<file path="src/rtl/spi_ram_pkg.sv">
// Shared types and constants for the SPI-fronted RAM: FSM states, frame
// commands and frame length.
package spi_ram_pkg;

  typedef enum logic [2:0] {
    IDLE,
    CHK_CMD,
    WRITE,
    READ_ADD,
    READ_DATA
  } state_t;

  localparam logic [1:0] CMD_WR_ADDR = 2'b00;
  localparam logic [1:0] CMD_WR_DATA = 2'b01;
  localparam logic [1:0] CMD_RD_ADDR = 2'b10;
  localparam logic [1:0] CMD_RD_DATA = 2'b11;

  localparam int FRAME_BITS = 10;

endpackage

</file>
<file path="src/rtl/spi_ram_wrapper_spi_slave.sv">
// SPI slave: command FSM, 10-bit frame shifter, rx_data/rx_valid capture and
// the MSB-first MISO serializer for read-data frames.
module spi_slave
  import spi_ram_pkg::*;
#(
  parameter int WORD_SIZE = 8
) (
  input  logic                  i_clk,
  input  logic                  i_rst,
  input  logic                  i_mosi,
  input  logic                  i_ss_n,
  input  logic [WORD_SIZE-1:0]  i_tx_data,
  output logic                  o_miso,
  output logic [FRAME_BITS-1:0] o_rx_data,
  output logic                  o_rx_valid,
  output logic                  o_rx_match
);

  localparam int TXW = $clog2(WORD_SIZE) + 1;

  state_t                r_state;
  logic [FRAME_BITS-2:0] r_shift;
  logic [3:0]            r_bit_cnt;
  logic [FRAME_BITS-1:0] r_rx_data;
  logic                  r_rx_valid;
  logic                  r_rx_match;
  logic                  r_rd_flag;
  logic                  r_miso;
  logic [WORD_SIZE-2:0]  r_tx_shift;
  logic [TXW-1:0]        r_tx_cnt;

  logic [FRAME_BITS-1:0] w_frame;
  logic [1:0]            w_cmd;
  logic                  w_last;
  logic                  w_match;

  assign w_frame = {r_shift, i_mosi};
  assign w_cmd   = w_frame[FRAME_BITS-1 -: 2];
  assign w_last  = (r_bit_cnt == 4'(FRAME_BITS - 1));
  // A frame only drives RAM side effects when its command suits the state.
  assign w_match = ((r_state == WRITE) && !w_cmd[1]) ||
                   ((r_state == READ_ADD) && (w_cmd == CMD_RD_ADDR)) ||
                   ((r_state == READ_DATA) && (w_cmd == CMD_RD_DATA) && r_rd_flag);

  always_ff @(posedge i_clk or posedge i_rst) begin
    if (i_rst) begin
      r_state    <= IDLE;
      r_shift    <= '0;
      r_bit_cnt  <= '0;
      r_rx_data  <= '0;
      r_rx_valid <= 1'b0;
      r_rx_match <= 1'b0;
      r_rd_flag  <= 1'b0;
      r_miso     <= 1'b0;
      r_tx_shift <= '0;
      r_tx_cnt   <= '0;
    end else begin
      r_rx_valid <= 1'b0;
      r_rx_match <= 1'b0;
      if (i_ss_n) begin
        r_state   <= IDLE;
        r_bit_cnt <= '0;
        r_miso    <= 1'b0;
        r_tx_cnt  <= '0;
      end else begin
        // Count 1 is the extra edge that returns MISO low after bit 0.
        if (r_tx_cnt > TXW'(1)) begin
          r_miso     <= r_tx_shift[WORD_SIZE-2];
          r_tx_shift <= r_tx_shift << 1;
          r_tx_cnt   <= r_tx_cnt - TXW'(1);
        end else if (r_tx_cnt == TXW'(1)) begin
          r_miso    <= 1'b0;
          r_rd_flag <= 1'b0;
          r_tx_cnt  <= '0;
        end
        case (r_state)
          IDLE:    r_state <= CHK_CMD;
          CHK_CMD: begin
            if (!i_mosi)        r_state <= WRITE;
            else if (r_rd_flag) r_state <= READ_DATA;
            else                r_state <= READ_ADD;
          end
          default: begin
            r_shift <= w_frame[FRAME_BITS-2:0];
            if (w_last) begin
              r_bit_cnt  <= '0;
              r_rx_data  <= w_frame;
              r_rx_valid <= 1'b1;
              r_rx_match <= w_match;
              if (w_match && (r_state == READ_ADD))
                r_rd_flag <= 1'b1;
              if (w_match && (r_state == READ_DATA) && (r_tx_cnt == '0)) begin
                r_miso     <= i_tx_data[WORD_SIZE-1];
                r_tx_shift <= i_tx_data[WORD_SIZE-2:0];
                r_tx_cnt   <= TXW'(WORD_SIZE);
              end
            end else begin
              r_bit_cnt <= r_bit_cnt + 4'd1;
            end
          end
        endcase
      end
    end
  end

  assign o_miso     = r_miso;
  assign o_rx_data  = r_rx_data;
  assign o_rx_valid = r_rx_valid;
  assign o_rx_match = r_rx_match;

endmodule

</file>
<file path="src/rtl/spi_ram_wrapper.sv">
// SPI-accessed single-port RAM. Define SPI_RAM_AUTO_INC_EN to make the write
// address step by one after every write-data frame.
module spi_ram_wrapper
  import spi_ram_pkg::*;
#(
  parameter int MEM_DEPTH = 256,
  parameter int ADDR_SIZE = 8,
  parameter int WORD_SIZE = 8
) (
  input  logic clk,
  input  logic rst,
  input  logic MOSI,
  input  logic SS_n,
  output logic MISO
);

  logic [WORD_SIZE-1:0] r_mem [MEM_DEPTH];
  logic [ADDR_SIZE-1:0] r_wr_addr;
  logic [ADDR_SIZE-1:0] r_rd_addr;
  logic [WORD_SIZE-1:0] r_rd_reg;

  logic [FRAME_BITS-1:0] w_rx_data;
  logic                  w_rx_valid;
  logic                  w_rx_match;
  logic [1:0]            w_cmd;
  logic [ADDR_SIZE-1:0]  w_payload;
  logic                  w_act;

  assign w_cmd     = w_rx_data[FRAME_BITS-1 -: 2];
  assign w_payload = w_rx_data[ADDR_SIZE-1:0];
  assign w_act     = w_rx_valid && w_rx_match;

  spi_slave #(
    .WORD_SIZE (WORD_SIZE)
  ) spi_slave_interface (
    .i_clk      (clk),
    .i_rst      (rst),
    .i_mosi     (MOSI),
    .i_ss_n     (SS_n),
    .i_tx_data  (r_rd_reg),
    .o_miso     (MISO),
    .o_rx_data  (w_rx_data),
    .o_rx_valid (w_rx_valid),
    .o_rx_match (w_rx_match)
  );

  always_ff @(posedge clk or posedge rst) begin
    if (rst) begin
      r_wr_addr <= '0;
      r_rd_addr <= '0;
    end else if (w_act) begin
      case (w_cmd)
        CMD_WR_ADDR: r_wr_addr <= w_payload;
        CMD_RD_ADDR: r_rd_addr <= w_payload;
`ifdef SPI_RAM_AUTO_INC_EN
        CMD_WR_DATA: r_wr_addr <= r_wr_addr + 1'b1;
`else
        CMD_WR_DATA: r_wr_addr <= r_wr_addr;
`endif
        default:     r_rd_addr <= r_rd_addr;
      endcase
    end
  end

  // RAM contents and the read register are deliberately left out of reset.
  // The read register keeps refreshing so a later write to the selected
  // address is visible to the next read-data frame.
  always_ff @(posedge clk) begin
    if (w_act && (w_cmd == CMD_WR_DATA))
      r_mem[r_wr_addr] <= w_payload;
    if (w_act && (w_cmd == CMD_RD_ADDR))
      r_rd_reg <= r_mem[w_payload];
    else
      r_rd_reg <= r_mem[r_rd_addr];
  end

endmodule

</file>
<file path="config.mk">
export PLATFORM = sky130hd
export DESIGN_NAME = spi_ram_wrapper
export DESIGN_NICKNAME = d
export VERILOG_FILES = /design/src/rtl/spi_ram_pkg.sv /design/src/rtl/spi_ram_wrapper_spi_slave.sv /design/src/rtl/spi_ram_wrapper.sv
export SDC_FILE = /design/constraint.sdc
export NUM_CORES = 2
export LEC_CHECK = 0
export CAP_MARGIN = 20
export CELL_PAD_IN_SITES_DETAIL_PLACEMENT = 1
export CELL_PAD_IN_SITES_GLOBAL_PLACEMENT = 1
export CORE_ASPECT_RATIO = 0.9
export CORE_MARGIN = 2
export CORE_UTILIZATION = 56
export CTS_BUF_LIST = sky130_fd_sc_hd__clkbuf_4
export DETAILED_ROUTE_END_ITERATION = 6
export PLACE_DENSITY = 0.78
export SYNTH_ARGS = -nofsm -noshare
export SYNTH_HDL_FRONTEND = slang
export SYNTH_HIERARCHICAL = 1
export SYNTH_SLANG_ARGS = --single-unit
</file>
<file path="constraint.sdc">
create_clock -name clk -period 8.1 [get_ports clk]
set_input_delay 2.43 -clock clk [delete_from_list [all_inputs] [get_ports clk]]
set_output_delay 2.43 -clock clk [all_outputs]
set_load 0.01 [all_outputs]
</file>
==> reports/summary.txt <==
Req. time, crit path: 9.38 ns
violated checks: DRC
via density per instance: 7.33
HP Start: spi_slave_interface/r_bit_cnt[2]$_DFFE_PP0P_
R2R depth: 9
prevailing post-synth register cell: edfxtp_1
initial DRC count: 9124
Num Clock Sinks: 2113
final non-filler cell area: 107000 µm²
hold crit path type: flip-flop to flip-flop
internal power: 16.7 mW
Fmax: 182 MHz
yosys warns: 6
P&R area growth vs syn: 9.28%
Cell Rows: 145
Port-buffer cells: 4
PwrDens: 199 nW/µm²
Psw: 4.71 mW
worst-path cell with the longest stage delay: a211oi_1
via count of the first global-routing pass: 62.8k
Starting Density: 0.565
Mapped Cells: 5416
CP Cell Sequence: buf_12 -> buf_4 -> mux4_2 -> a22oi_1 -> a21oi_1 -> or2_1 -> a211oi_1 -> nand4_1 -> or4_1
max_slew headroom: 0.132
Top delay family on crit path: buffers and inverters
CP Buf/Inv Count: 2
Layout Utilization: 0.617
Setup-failing EPs final: 0
CTS tree: done
# nets final: 5721
Post-synth ARST share: 0.0270
Yosys top cell area share: 0.626
layout cells sized above 1: 0.313
post-cts resize count: 0
Clk network pwr share: 0.436
max FFs per register: 2048
hold_buf cts: 0
Post-Syn Area: 98300 µm²
DIE WIDTH: 446 µm
WHS Endpoint: spi_slave_interface/r_bit_cnt[2]$_DFFE_PP0P_
post-synth net total: 5424
Cell Count Post-Placement: 7419
status: complete, but fails checks
CTS H-tree depth: 6
Synth area leader: edfxtp_1
Post-synth EDFFs: 2048
static leakage: 30.6 nW
largest net degree at the start of global routing: 127
top cells by area, synth: edfxtp_1 63%, mux4_2 19%, mux2i_1 4.5%
kind of critical path: flip-flop to flip-flop
GR Overflow Total: 0
element type at the critical path end: flip-flop
Detailed Place HPWL: 200000 µm
drt pass-1 iters: 7
Mean Syn Cell Area: 18.2 µm²
Core Area: 174000 µm²
sequential power share: 0.555
Synth top cells by count: 2048 x edfxtp_1, 825 x mux4_2, 439 x mux2i_1
Reg clk slew, reported paths: 0.07 ns
max incr delay on CP: 0.88 ns
Routed WL: 314000 µm
FF-to-FF End: r_rd_reg[0]$_DFF_P_
CTS Root Cell: clkbuf_4
post-route setup TNS: 0 ns
Least-Margin Pin Slew: 1.30 ns
Logic pwr share: 0.009
post-route insts no fill: 8394
Worst Setup Slack, final: 2.61 ns
Period minus WS final: 5.49 ns
Antenna Nets Post-Route: 0
dpl ws: 2.70 ns
switch share: 0.220
full die area: 179000 µm²
Final period util: 0.678
RSZ-0062 raised after global routing: false
Tot Pwr: 21.4 mW
Largest Register: r_mem
IO Count: 5
CP Data Arrival Time: 6.77 ns
gpl congestion: 0.913
fin. max-slew vios: 0
FF+latch count, synth: 2113
worst-path maximum fanout: 86
total number of vias: 61.5k
CTS Buf Count: 562
initial antenna violation count: 17
r2r startpoint: r_rd_addr[0]$_DFFE_PP0P_
global-route wire length before repair: 450000 µm
most common cell in the netlist: edfxtp_1
Final Skew: 0.0943 ns
wire length per cell: 37.4 µm
sequential element share of the synthesized area: 0.642
hold slack: 0.520 ns
Die Ht: 401 µm
Clock Latency Late Sink: 1.41 ns
crit path launch type: flip-flop
placed instance area: 100000 µm²
Tot GR Track Use: 0.350
post-synth cell types: 74
deepest clock path buffer count: 4
Post-CTS Setup Bufs: 0
DRC Markers: 2
max-cap violation count: 0
Max rail drop VDD: 0.139 mV
final hold viol count: 0
R2R Setup Slk: 2.61 ns
Worst Hold Depth: 1
[cells in the final DEF, fill, tap and decap left out, types with 27 or more instances in the layout]
cell      count
mux2_2       28
a22oi_1     259
o22ai_1      71
a21oi_1     101
nand4_1      55
nor2b_1      27
nor3_1       32
nor2_1      301
dfrtp_1      44
and3_1       35
a211oi_1     47
nand3_1      60
mux4_2      825
mux2i_1     439
o21ai_0      54
a221oi_1     64
nand2_1     190
clkbuf_4    812
clkinv_1    106
buf_4       124
edfxtp_1   2048
[cell families after synthesis]
group / Yosys count / share of synthesized area
AOI/OAI and AO/OA: 713 / 0.0520
xor gates and xnor gates: 3 / 0.000267
adders and majority gates: 4 / 0.000509
buffers and inverters: 448 / 0.0236
DFF: 2113 / 0.642
muxes: 1315 / 0.243
and+or+nand+nor: 820 / 0.0389
[power by group through the flow]
stage | Combinational [mW] | Clock (mW) | Sequential (mW)
floorplan | 0.132 | 0 | 12.1
global placement | 0.178 | 0 | 12.1
detailed placement | 0.190 | 0 | 12.1
CTS | 0.190 | 9.40 | 11.9
finish | 0.195 | 9.33 | 11.9
global route | 0.206 | 9.97 | 11.9
[area by class of cell]
type	count	area, µm²
Inverter	27	101
Clock buffer	812	6100
Fill cell	15000	66600
Tap cell	2278	2850
Multi-Input combinational cell	2855	33100
Antenna cell	15	37.5
Clock inverter	140	703
Timing Repair Buffer	154	1440
Sequential cell	2113	63100
[worst max-delay path by stage]
stage / from / endpoint / slack (ns) / cells past startpoint
3_5_place_dp: r_rd_addr[0]$_DFFE_PP0P_ / r_rd_reg[0]$_DFF_P_ / 2.70 / 9
5_1_grt: r_rd_addr[0]$_DFFE_PP0P_ / r_rd_reg[0]$_DFF_P_ / 2.50 / 9
2_1_floorplan: spi_slave_interface/o_rx_data[1]$_DFFE_PP0P_ / r_rd_reg[6]$_DFF_P_ / 1.87 / 10
6_report: r_rd_addr[0]$_DFFE_PP0P_ / r_rd_reg[0]$_DFF_P_ / 2.61 / 9
4_1_cts: r_rd_addr[0]$_DFFE_PP0P_ / r_rd_reg[0]$_DFF_P_ / 2.68 / 9
3_3_place_gp: r_rd_addr[0]$_DFFE_PP0P_ / r_rd_reg[0]$_DFF_P_ / 2.75 / 9
[worst reg2reg max path, cell delays in order, from the launching register on]
cell	delay [ns]
dfrtp_4	0.84
buf_12	0.59
buf_4	0.88
mux4_2	0.65
a22oi_1	0.21
a21oi_1	0.12
or2_1	0.38
a211oi_1	0.88
nand4_1	0.36
or4_1	0.48
[per-layer routing]
metal	GRT usage	part of all wire	up-vias
li1	-	-	23900
met1	0.485	0.37	32100
met5	0	0.00032	-
met4	0.166	0.047	14
met2	0.517	0.46	4672
met3	0.0989	0.13	849
Note: power is estimated with default switching activity, not from simulation.
